$ cat config.mk
export PLATFORM = sky130hd
export DESIGN_NAME = load_store_unit
export DESIGN_NICKNAME = d
export VERILOG_FILES = /design/src/rtl/load_store_unit_pkg.sv /design/src/rtl/lsu_byte_lane.sv /design/src/rtl/load_store_unit.sv
export SDC_FILE = /design/constraint.sdc
export NUM_CORES = 1
export LEC_CHECK = 0
export ABC_AREA = 1
export CELL_PAD_IN_SITES_DETAIL_PLACEMENT = 0
export CELL_PAD_IN_SITES_GLOBAL_PLACEMENT = 1
export CORE_UTILIZATION = 36
export CTS_CLUSTER_SIZE = 10
export DETAILED_ROUTE_END_ITERATION = 16
export GPL_TIMING_DRIVEN = 0
export PLACE_DENSITY_LB_ADDON = 0.3
export SLEW_MARGIN = 30
export SYNTH_ARGS = -nofsm -noshare
export SYNTH_HDL_FRONTEND = slang
export SYNTH_SLANG_ARGS = --single-unit
$ cat constraint.sdc
create_clock -name clk -period 5.45 [get_ports clk]
set_clock_uncertainty 0.2 [all_clocks]
set_input_delay 1.09 -clock clk [delete_from_list [all_inputs] [get_ports clk]]
set_output_delay 1.09 -clock clk [all_outputs]
set_load 0.01 [all_outputs]
$ cat src/rtl/load_store_unit_pkg.sv
// load_store_unit_pkg
// Shared definitions for the load/store unit and its byte-lane helper:
// access-size encodings, FSM state encoding, the word-alignment mask and a
// helper that classifies an access as illegal (misaligned or reserved size).
// No ports; imported by load_store_unit and lsu_byte_lane.

package load_store_unit_pkg;

    localparam logic [1:0] SIZE_BYTE = 2'b00;
    localparam logic [1:0] SIZE_HALF = 2'b01;
    localparam logic [1:0] SIZE_WORD = 2'b10;
    localparam logic [1:0] SIZE_RSVD = 2'b11;

    // Clears the byte offset so the memory always sees a word address.
    localparam logic [31:0] MEM_WORD_ALIGN = 32'hFFFF_FFFC;

    typedef enum logic [1:0] {
        ST_IDLE  = 2'b00,
        ST_READ  = 2'b01,
        ST_WRITE = 2'b10,
        ST_DONE  = 2'b11
    } lsu_state_e;

    // An access is illegal when a halfword is on an odd byte, a word is not
    // on a word boundary, or the reserved size code is used.
    function automatic logic access_invalid(input logic [1:0] size,
                                            input logic [1:0] offset);
        logic bad;
        case (size)
            SIZE_BYTE: bad = 1'b0;
            SIZE_HALF: bad = offset[0];
            SIZE_WORD: bad = (offset != 2'b00);
            default:   bad = 1'b1;
        endcase
        return bad;
    endfunction

endpackage

$ cat src/rtl/lsu_byte_lane.sv
// lsu_byte_lane
// Combinational byte-lane logic for the load/store unit, big-endian lane
// numbering (byte offset 0 is bits [31:24], halfword offset 0 is [31:16]).
// Ports:
//   word_i        word fetched from memory
//   offset_i      byte offset within the word (address bits [1:0])
//   size_i        access size (SIZE_BYTE / SIZE_HALF / SIZE_WORD)
//   is_unsigned_i 1 = zero-extend loads, 0 = sign-extend
//   new_data_i    right-justified store data
//   load_data_o   selected lane, extended to 32 bits
//   store_word_o  word_i with the addressed lane replaced by new_data_i

module lsu_byte_lane
    import load_store_unit_pkg::*;
(
    input  logic [31:0] word_i,
    input  logic [1:0]  offset_i,
    input  logic [1:0]  size_i,
    input  logic        is_unsigned_i,
    input  logic [31:0] new_data_i,
    output logic [31:0] load_data_o,
    output logic [31:0] store_word_o
);

    logic [7:0]  lane_byte;
    logic [15:0] lane_half;

    always_comb begin
        case (offset_i)
            2'd0:    lane_byte = word_i[31:24];
            2'd1:    lane_byte = word_i[23:16];
            2'd2:    lane_byte = word_i[15:8];
            default: lane_byte = word_i[7:0];
        endcase
        lane_half = offset_i[1] ? word_i[15:0] : word_i[31:16];

        case (size_i)
            SIZE_BYTE: load_data_o = is_unsigned_i ? {24'h0, lane_byte}
                                                   : {{24{lane_byte[7]}}, lane_byte};
            SIZE_HALF: load_data_o = is_unsigned_i ? {16'h0, lane_half}
                                                   : {{16{lane_half[15]}}, lane_half};
            default:   load_data_o = word_i;
        endcase
    end

    // Read-modify-write merge: only the addressed lane takes new data.
    always_comb begin
        store_word_o = word_i;
        case (size_i)
            SIZE_BYTE: begin
                case (offset_i)
                    2'd0:    store_word_o[31:24] = new_data_i[7:0];
                    2'd1:    store_word_o[23:16] = new_data_i[7:0];
                    2'd2:    store_word_o[15:8]  = new_data_i[7:0];
                    default: store_word_o[7:0]   = new_data_i[7:0];
                endcase
            end
            SIZE_HALF: begin
                if (offset_i[1]) store_word_o[15:0]  = new_data_i[15:0];
                else             store_word_o[31:16] = new_data_i[15:0];
            end
            default: store_word_o = new_data_i;
        endcase
    end

endmodule

$ cat src/rtl/load_store_unit.sv
// load_store_unit
// Sequential load/store controller between the datapath and a word-wide data
// memory. Executes lb/lbu/lh/lhu/lw/sb/sh/sw; sub-word stores are done as a
// read followed by a merged whole-word write. All outputs are registered.
// Ports:
//   clk, reset            clock, asynchronous active-low reset
//   in_Req                request strobe, only honoured in IDLE
//   in_Write/in_Size/in_Unsigned/in_Address_dw/in_WriteData_dw  request fields
//   in_MemReadData_dw     combinational read data from memory
//   o_MemAddress_dw       word-aligned memory address
//   o_MemWriteData_dw     word written to memory
//   o_MemRead/o_MemWrite  memory strobes
//   o_ReadData_dw         extended load result (updates only on good loads)
//   o_Busy                high whenever not IDLE
//   o_Done/o_Error        one-cycle completion pulse and its error flag

module load_store_unit
    import load_store_unit_pkg::*;
#(
    parameter int DATA_WIDTH = 32
) (
    input  logic                  clk,
    input  logic                  reset,
    input  logic                  in_Req,
    input  logic                  in_Write,
    input  logic [1:0]            in_Size,
    input  logic                  in_Unsigned,
    input  logic [31:0]           in_Address_dw,
    input  logic [DATA_WIDTH-1:0] in_WriteData_dw,
    input  logic [DATA_WIDTH-1:0] in_MemReadData_dw,
    output logic [31:0]           o_MemAddress_dw,
    output logic [DATA_WIDTH-1:0] o_MemWriteData_dw,
    output logic                  o_MemRead,
    output logic                  o_MemWrite,
    output logic [DATA_WIDTH-1:0] o_ReadData_dw,
    output logic                  o_Busy,
    output logic                  o_Done,
    output logic                  o_Error
);

    lsu_state_e            state_q,     state_d;
    logic                  write_q,     write_d;
    logic [1:0]            size_q,      size_d;
    logic                  unsigned_q,  unsigned_d;
    logic [1:0]            offset_q,    offset_d;
    logic [DATA_WIDTH-1:0] wdata_q,     wdata_d;
    logic [31:0]           mem_addr_q,  mem_addr_d;
    logic [DATA_WIDTH-1:0] mem_wdata_q, mem_wdata_d;
    logic                  mem_read_q,  mem_read_d;
    logic                  mem_write_q, mem_write_d;
    logic [DATA_WIDTH-1:0] rdata_q,     rdata_d;
    logic                  done_q,      done_d;
    logic                  error_q,     error_d;

    logic [31:0] lane_load;
    logic [31:0] lane_store;

    lsu_byte_lane u_byte_lane (
        .word_i        (in_MemReadData_dw),
        .offset_i      (offset_q),
        .size_i        (size_q),
        .is_unsigned_i (unsigned_q),
        .new_data_i    (wdata_q),
        .load_data_o   (lane_load),
        .store_word_o  (lane_store)
    );

    // Next-state and next-output logic. Strobes, done and error are computed
    // for the state being entered so that they appear registered in it.
    always_comb begin
        state_d     = state_q;
        write_d     = write_q;
        size_d      = size_q;
        unsigned_d  = unsigned_q;
        offset_d    = offset_q;
        wdata_d     = wdata_q;
        mem_addr_d  = mem_addr_q;
        mem_wdata_d = mem_wdata_q;
        rdata_d     = rdata_q;
        mem_read_d  = 1'b0;
        mem_write_d = 1'b0;
        done_d      = 1'b0;
        error_d     = 1'b0;

        case (state_q)
            ST_IDLE: begin
                if (in_Req) begin
                    write_d    = in_Write;
                    size_d     = in_Size;
                    unsigned_d = in_Unsigned;
                    offset_d   = in_Address_dw[1:0];
                    wdata_d    = in_WriteData_dw;
                    if (access_invalid(in_Size, in_Address_dw[1:0])) begin
                        // Illegal access: finish immediately, memory untouched.
                        state_d = ST_DONE;
                        done_d  = 1'b1;
                        error_d = 1'b1;
                    end else begin
                        mem_addr_d = in_Address_dw & MEM_WORD_ALIGN;
                        if (in_Write && (in_Size == SIZE_WORD)) begin
                            state_d     = ST_WRITE;
                            mem_write_d = 1'b1;
                            mem_wdata_d = in_WriteData_dw;
                        end else begin
                            state_d    = ST_READ;
                            mem_read_d = 1'b1;
                        end
                    end
                end
            end
            ST_READ: begin
                if (write_q) begin
                    // Sub-word store: capture the merged word for the write.
                    mem_wdata_d = lane_store;
                    mem_write_d = 1'b1;
                    state_d     = ST_WRITE;
                end else begin
                    rdata_d = lane_load;
                    done_d  = 1'b1;
                    state_d = ST_DONE;
                end
            end
            ST_WRITE: begin
                done_d  = 1'b1;
                state_d = ST_DONE;
            end
            ST_DONE: begin
                state_d = ST_IDLE;
            end
            default: begin
                state_d = ST_IDLE;
            end
        endcase
    end

    always_ff @(posedge clk or negedge reset) begin
        if (!reset) begin
            state_q     <= ST_IDLE;
            write_q     <= 1'b0;
            size_q      <= SIZE_BYTE;
            unsigned_q  <= 1'b0;
            offset_q    <= 2'b00;
            wdata_q     <= '0;
            mem_addr_q  <= '0;
            mem_wdata_q <= '0;
            mem_read_q  <= 1'b0;
            mem_write_q <= 1'b0;
            rdata_q     <= '0;
            done_q      <= 1'b0;
            error_q     <= 1'b0;
        end else begin
            state_q     <= state_d;
            write_q     <= write_d;
            size_q      <= size_d;
            unsigned_q  <= unsigned_d;
            offset_q    <= offset_d;
            wdata_q     <= wdata_d;
            mem_addr_q  <= mem_addr_d;
            mem_wdata_q <= mem_wdata_d;
            mem_read_q  <= mem_read_d;
            mem_write_q <= mem_write_d;
            rdata_q     <= rdata_d;
            done_q      <= done_d;
            error_q     <= error_d;
        end
    end

    assign o_MemAddress_dw   = mem_addr_q;
    assign o_MemWriteData_dw = mem_wdata_q;
    assign o_MemRead         = mem_read_q;
    assign o_MemWrite        = mem_write_q;
    assign o_ReadData_dw     = rdata_q;
    assign o_Busy            = (state_q != ST_IDLE);
    assign o_Done            = done_q;
    assign o_Error           = error_q;

endmodule

; ---- Yosys cells after proc, flatten, opt, wreduce, memory -nomap -nowiden
; Cells that the tools add are included.
[word_totals]
ff_bits = 138
input_bits = 103
output_inout_bits = 101
elab_cells = 79
[classes]
eq_ne = 12
muxes = 39
bitwise = 2
reduce_logical = 13
[ops]
columns = op, n
row1 = 2-to-1 mux 32 bit, 6
row2 = case mux 32 bit (2 select lines), 3
row3 = 2-to-1 mux 16 bit, 3
row4 = 2-to-1 mux 8 bit, 4
row5 = case mux 8 bit (3 select lines), 1
row6 = 2-to-1 mux 1 bit, 15
row7 = "equality test 2 x 1 -> 1 bit, second input constant", 4
row8 = "equality test 2 bit, second input constant", 4
row9 = zero test 2 bit, 4
row10 = "inequality test 2 bit, second input constant", 4
row11 = case mux 2 bit (4 select lines), 1
row12 = 2-to-1 mux 2 bit, 3
row13 = case mux 1 bit (3 select lines), 2
row14 = nonzero test 2 bit, 3
row15 = AND reduction 5 bit, 1
row16 = AND reduction 2 bit, 2
row17 = AND reduction 3 bit, 1
row18 = OR reduction 3 bit, 1
row19 = NOT 1 bit, 2
row20 = case mux 1 bit (2 select lines), 1
row21 = logical AND 1 bit, 1

; ---- Depth between registers and ports, before layout
[depth]
word_depth = 7
depth_mapped = 11
mapped_depth_nobuf = 10

; ---- By module
; A second synthesis with hierarchy kept.
[hier_totals]
hier_cells = 1038
area_unflattened_um2 = 7548.5
[by_module_without_submodules]
columns = module, instances, cells_per_inst, area_per_inst_um2, seq_area_each_um2
row1 = load_store_unit, 1, 679, 5740.5, 3453.3
row2 = lsu_byte_lane, 1, 359, 1808.0, 0.0

; ---- Worst setup path after synthesis
; Ideal clock, no wire load.
[synth_path]
path_kind = input port to flip-flop
start = input in_Address_dw[0]
end = register mem_wdata_q[15], in the netlist o_MemWriteData_dw[15]
setup_ns = 0.123
t_arrival_ns = 1.898
required_ns = 5.127
setup_slack_ns = 3.229
cell_stages = 9
n_path_buf = 1
path_cell_list = inv_1 -> nand3_1 -> nand2_1 -> nand2_1 -> nand2_1 -> nand2_2 -> buf_2 -> nand2_1 -> o21ai_1
[synth_via]
elab_chain_len = 6
[synth_lines]
columns = element, line
row1 = "start, declared", load_store_unit.sv:28  ; input logic [31:0] in_Address_dw,
row2 = nonzero test 2 bit, load_store_unit_pkg.sv:32  ; SIZE_WORD: bad = (offset != 2'b00);
row3 = case mux 1 bit (3 select lines) *, load_store_unit_pkg.sv:29  ; case (size)
row4 = 2-to-1 mux 1 bit *, load_store_unit.sv:87  ; if (in_Req) begin
row5 = 2-to-1 mux 1 bit *, load_store_unit.sv:85  ; case (state_q)
row6 = inequality test 2 bit (no source line) *, --
row7 = AND reduction 5 bit (no source line) *, --
row8 = "end signal, assigned", load_store_unit.sv:159  ; mem_wdata_q <= mem_wdata_d;
row9 = "end, declared", load_store_unit.sv:48  ; logic [DATA_WIDTH-1:0] mem_wdata_q, mem_wdata_d;
; Every way passes the cells marked *; elsewhere a longest branch is shown, timed or not. The select of a mux whose other input is x is not followed.
; A chain may end at the register's enable or synchronous reset.

; ---- Worst setup path in the final report
[layout_path]
start = register state_q[0]
end = output o_Busy
[layout_via]
elab_chain_len = 1
[layout_lines]
columns = element, line
row1 = "start, declared", load_store_unit.sv:41  ; lsu_state_e state_q, state_d;
row2 = "start signal, assigned", load_store_unit.sv:152  ; state_q <= state_d;
row3 = nonzero test 2 bit, load_store_unit.sv:173  ; assign o_Busy = (state_q != ST_IDLE);
row4 = "end, declared", load_store_unit.sv:36  ; output logic o_Busy,
; Every way passes these cells.

==> run metrics <==
status finished clean; Final Hold Viols 0; CTS tree built; H-tree level count 4; vias approximately 7300; Critical Path RT 4160 ps; Internal 3.663 mW; Syn Area/Cell 7.223 um^2; Hold WS around 280 ps; switch share a little over two fifths; Synth area leaders dfrtp_1 (47%), nand2_1 (17%), inv_1 (5.8%); clk slew on worst S/H paths ~60 ps; Fmax between 300 and 400 MHz; pwr/cell area 616.2 nW/um^2; grt total ovfl 0; Initial DRC Count 560; top-level I/O count 204; dpl ws about 2300 ps; vias per cell 4.830; multi-input logic area around 3100 um^2; drt first pass iters 5; Slew Viols, Final 0; combinational share of power between 50% and 60%; Tmin final between 3000 and 4000 ps; Worst Tran Pin Value around 630 ps; synth warn 0; largest net degree at the start of global routing 80; vias in the first global route a little under 7000; first-pass GRT wire length about 39 mm; critical path fanouts, max 5; storage element area about 3500 um^2; Fill cells 1995; CTS buffer count 17; nature of the critical path endpoint output port; final wirelength about 25 mm; Switch Pwr 2.669 mW; hpwl dp approximately 19 mm; DP Area around 9700 um^2; Crit path arrival time about 1800 ps; setup repair bufs after CTS 0; Clock Power Share 18.4%; Die Area about 21000 um^2; synthesis-stage register bit count 138; initial antenna violation count 0; Syn-to-layout area delta 40.57%; ant diodes 0; RSZ-0062 raised after global routing no; Final setup viols 0; CTS Buffer Depth 2; area share of the largest cell type after synthesis a little under half; Clock Latency Late Sink between 400 and 500 ps; Port Buffers approximately 200; GRT Util Overall 24.81%; Hold-fix buffers, CTS 0; CTS root buffer clkbuf_16; routed len/inst about 16 um; Leak around 5 nW; starting density of the core a little under two fifths; row count slightly above 50; max_slew headroom between 50 and 60%; # placed instances approximately 1500; number of distinct library cells after synthesis 29; Die Y 144.5 um; Die X approximately 140 um; CTS resizes 0; period utilization a little under three fifths; Max Cap Violations 0; share of layout cells above drive strength 1 7.074%; Seq pwr share between 20% and 30%; CP Class reg -> out; final instance area roughly 10000 um^2; Synth area leader dfrtp_1; DRC Markers 0; Final #Nets between 1000 and 1500; startpoint types flip-flop; total clock sinks ~140; Syn Std Cell Area between 7000 and 8000 um^2; RePlAce Congestion between 0.9 and 1; Hold Crit Class reg -> reg; final setup margin around 2300 ps; register area share after synthesis between 40% and 50%; Core Box Area 19650 um^2; cells after synthesis approximately 1000; peak supply drop between 0.0002 and 0.0003 V; Final ANT Viol Nets 0; Final Non-Filler Cells 1509
[power by group through the flow]
stage | Sequential, mW | Clock, mW | Combinational [mW]
after floorplan | 1.98 | 0 | 1.69
after global placement | 1.87 | 0 | 3.25
after detailed placement | 1.88 | 0 | 3.27
after CTS | 1.88 | 1.19 | 3.29
after global routing | 1.94 | 1.23 | 3.66
final | 1.88 | 1.16 | 3.29
[through the flow]
| stage | utilization (%) | power, mW | TNS (ps) |
|---|---|---|---|
| finish | 52.28 | 6.332 | 0 |
| global route | 52.28 | 6.824 | 0 |
| CTS | 52.28 | 6.348 | 0 |
| detailed placement | 49.30 | 5.147 | 0 |
| global placement | 49.13 | 5.121 | -358630 |
| floorplan | - | 3.663 | 0 |
[Yosys cell counts, drive strengths merged]
master,n
nand2,329
dfrtp,138
o21ai,128
inv,121
nand3,77
nor2,71
a21oi,57
buf,34
clkbuf,24
mux2,7
o211ai,7
ha,5
or2,4
a31oi,3
clkinv,2
o22ai,2
conb,1
nor3,1
o21ba,1
[state kept, by name, summed over array words and instances, names as in the netlist]
| name | flops |
|---|---|
| o_Done | 1 |
| o_MemWriteData_dw | 32 |
| write_q | 1 |
| o_Error | 1 |
| o_MemWrite | 1 |
| offset_q | 2 |
| o_ReadData_dw | 32 |
| o_MemAddress_dw | 30 |
| o_MemRead | 1 |
| wdata_q | 32 |
| unsigned_q | 1 |
| state_q | 2 |
| size_q | 2 |
[kinds of logic (layout without fill, tap and decap cells)]
logic type	count (synthesis)	after routing	share of synthesized area, %
AOI/OAI and AO/OA	198	198	14.00
adders and majority gates	5	5	0.8559
buffers and inverters	181	412	10.13
DFF	138	138	47.24
muxes	7	7	1.078
other	1	2	0.05130
and+or+nand+nor	482	482	26.63
[path summary, 6_finish.rpt]
check,from,end,slack (ps),depth (start not counted)
worst max-delay path,state_q[0]$_DFFE_PN0P_,o_Busy,2340,4
worst min-delay path,o_ReadData_dw[12]$_DFFE_PN0P_,o_ReadData_dw[12]$_DFFE_PN0P_,280,2
worst max register to register,state_q[1]$_DFFE_PN0P_,o_MemWriteData_dw[7]$_DFFE_PN0P_,3070,7
worst min register to register,o_ReadData_dw[12]$_DFFE_PN0P_,o_ReadData_dw[12]$_DFFE_PN0P_,280,2
max in group asynchronous,reset,o_MemAddress_dw[13]$_DFFE_PN0P_,3860,2
min in group asynchronous,reset,o_MemWriteData_dw[12]$_DFFE_PN0P_,460,1
[layout by cell type (no fill, tap or decap), types with 3 or more instances in the layout]
cell type	synthesis	final
clkbuf_8	0	5
dfrtp_1	138	138
buf_2	22	22
a31oi_1	3	3
o21ai_1	52	52
inv_1	112	112
buf_4	5	5
or2_1	3	3
nor2_1	66	66
clkbuf_1	24	24
inv_2	9	9
o21ai_0	75	75
mux2_2	7	7
nand2_1	328	328
ha_1	5	5
clkdlybuf4s50_1	0	200
clkbuf_16	0	17
buf_1	5	5
nor2_2	5	5
clkinv_2	0	3
a21oi_1	57	57
nand3_1	75	75
o211ai_1	7	7
[layout make-up]
| cell class | count | share of cell area [%] |
|---|---|---|
| multi-input cells | 694 | 30.36 |
| plain buffers | 58 | 2.716 |
| flip-flops and latches | 138 | 33.61 |
| clock inverters | 7 | 0.8889 |
| inverters | 123 | 4.493 |
| clock buffers | 22 | 4.810 |
| well taps | 265 | 3.227 |
| repair buffers | 202 | 19.90 |
[routing by layer]
metal  GRT usage [%]  vias to the layer above  wire length, um
li1                -                     3620                -
met1           33.42                     3337            11420
met2           38.66                      295            11050
met3           6.093                       37             1818
met4           8.587                        0              544
met5               0                        -                0
[critical path, cell delays in order (launching register included)]
cell and delay [ps]:
dfrtp_1 370, inv_1 100, ha_1 270, inv_1 110, clkdlybuf4s50_1 550
Note: power is estimated with default switching activity, not from simulation.
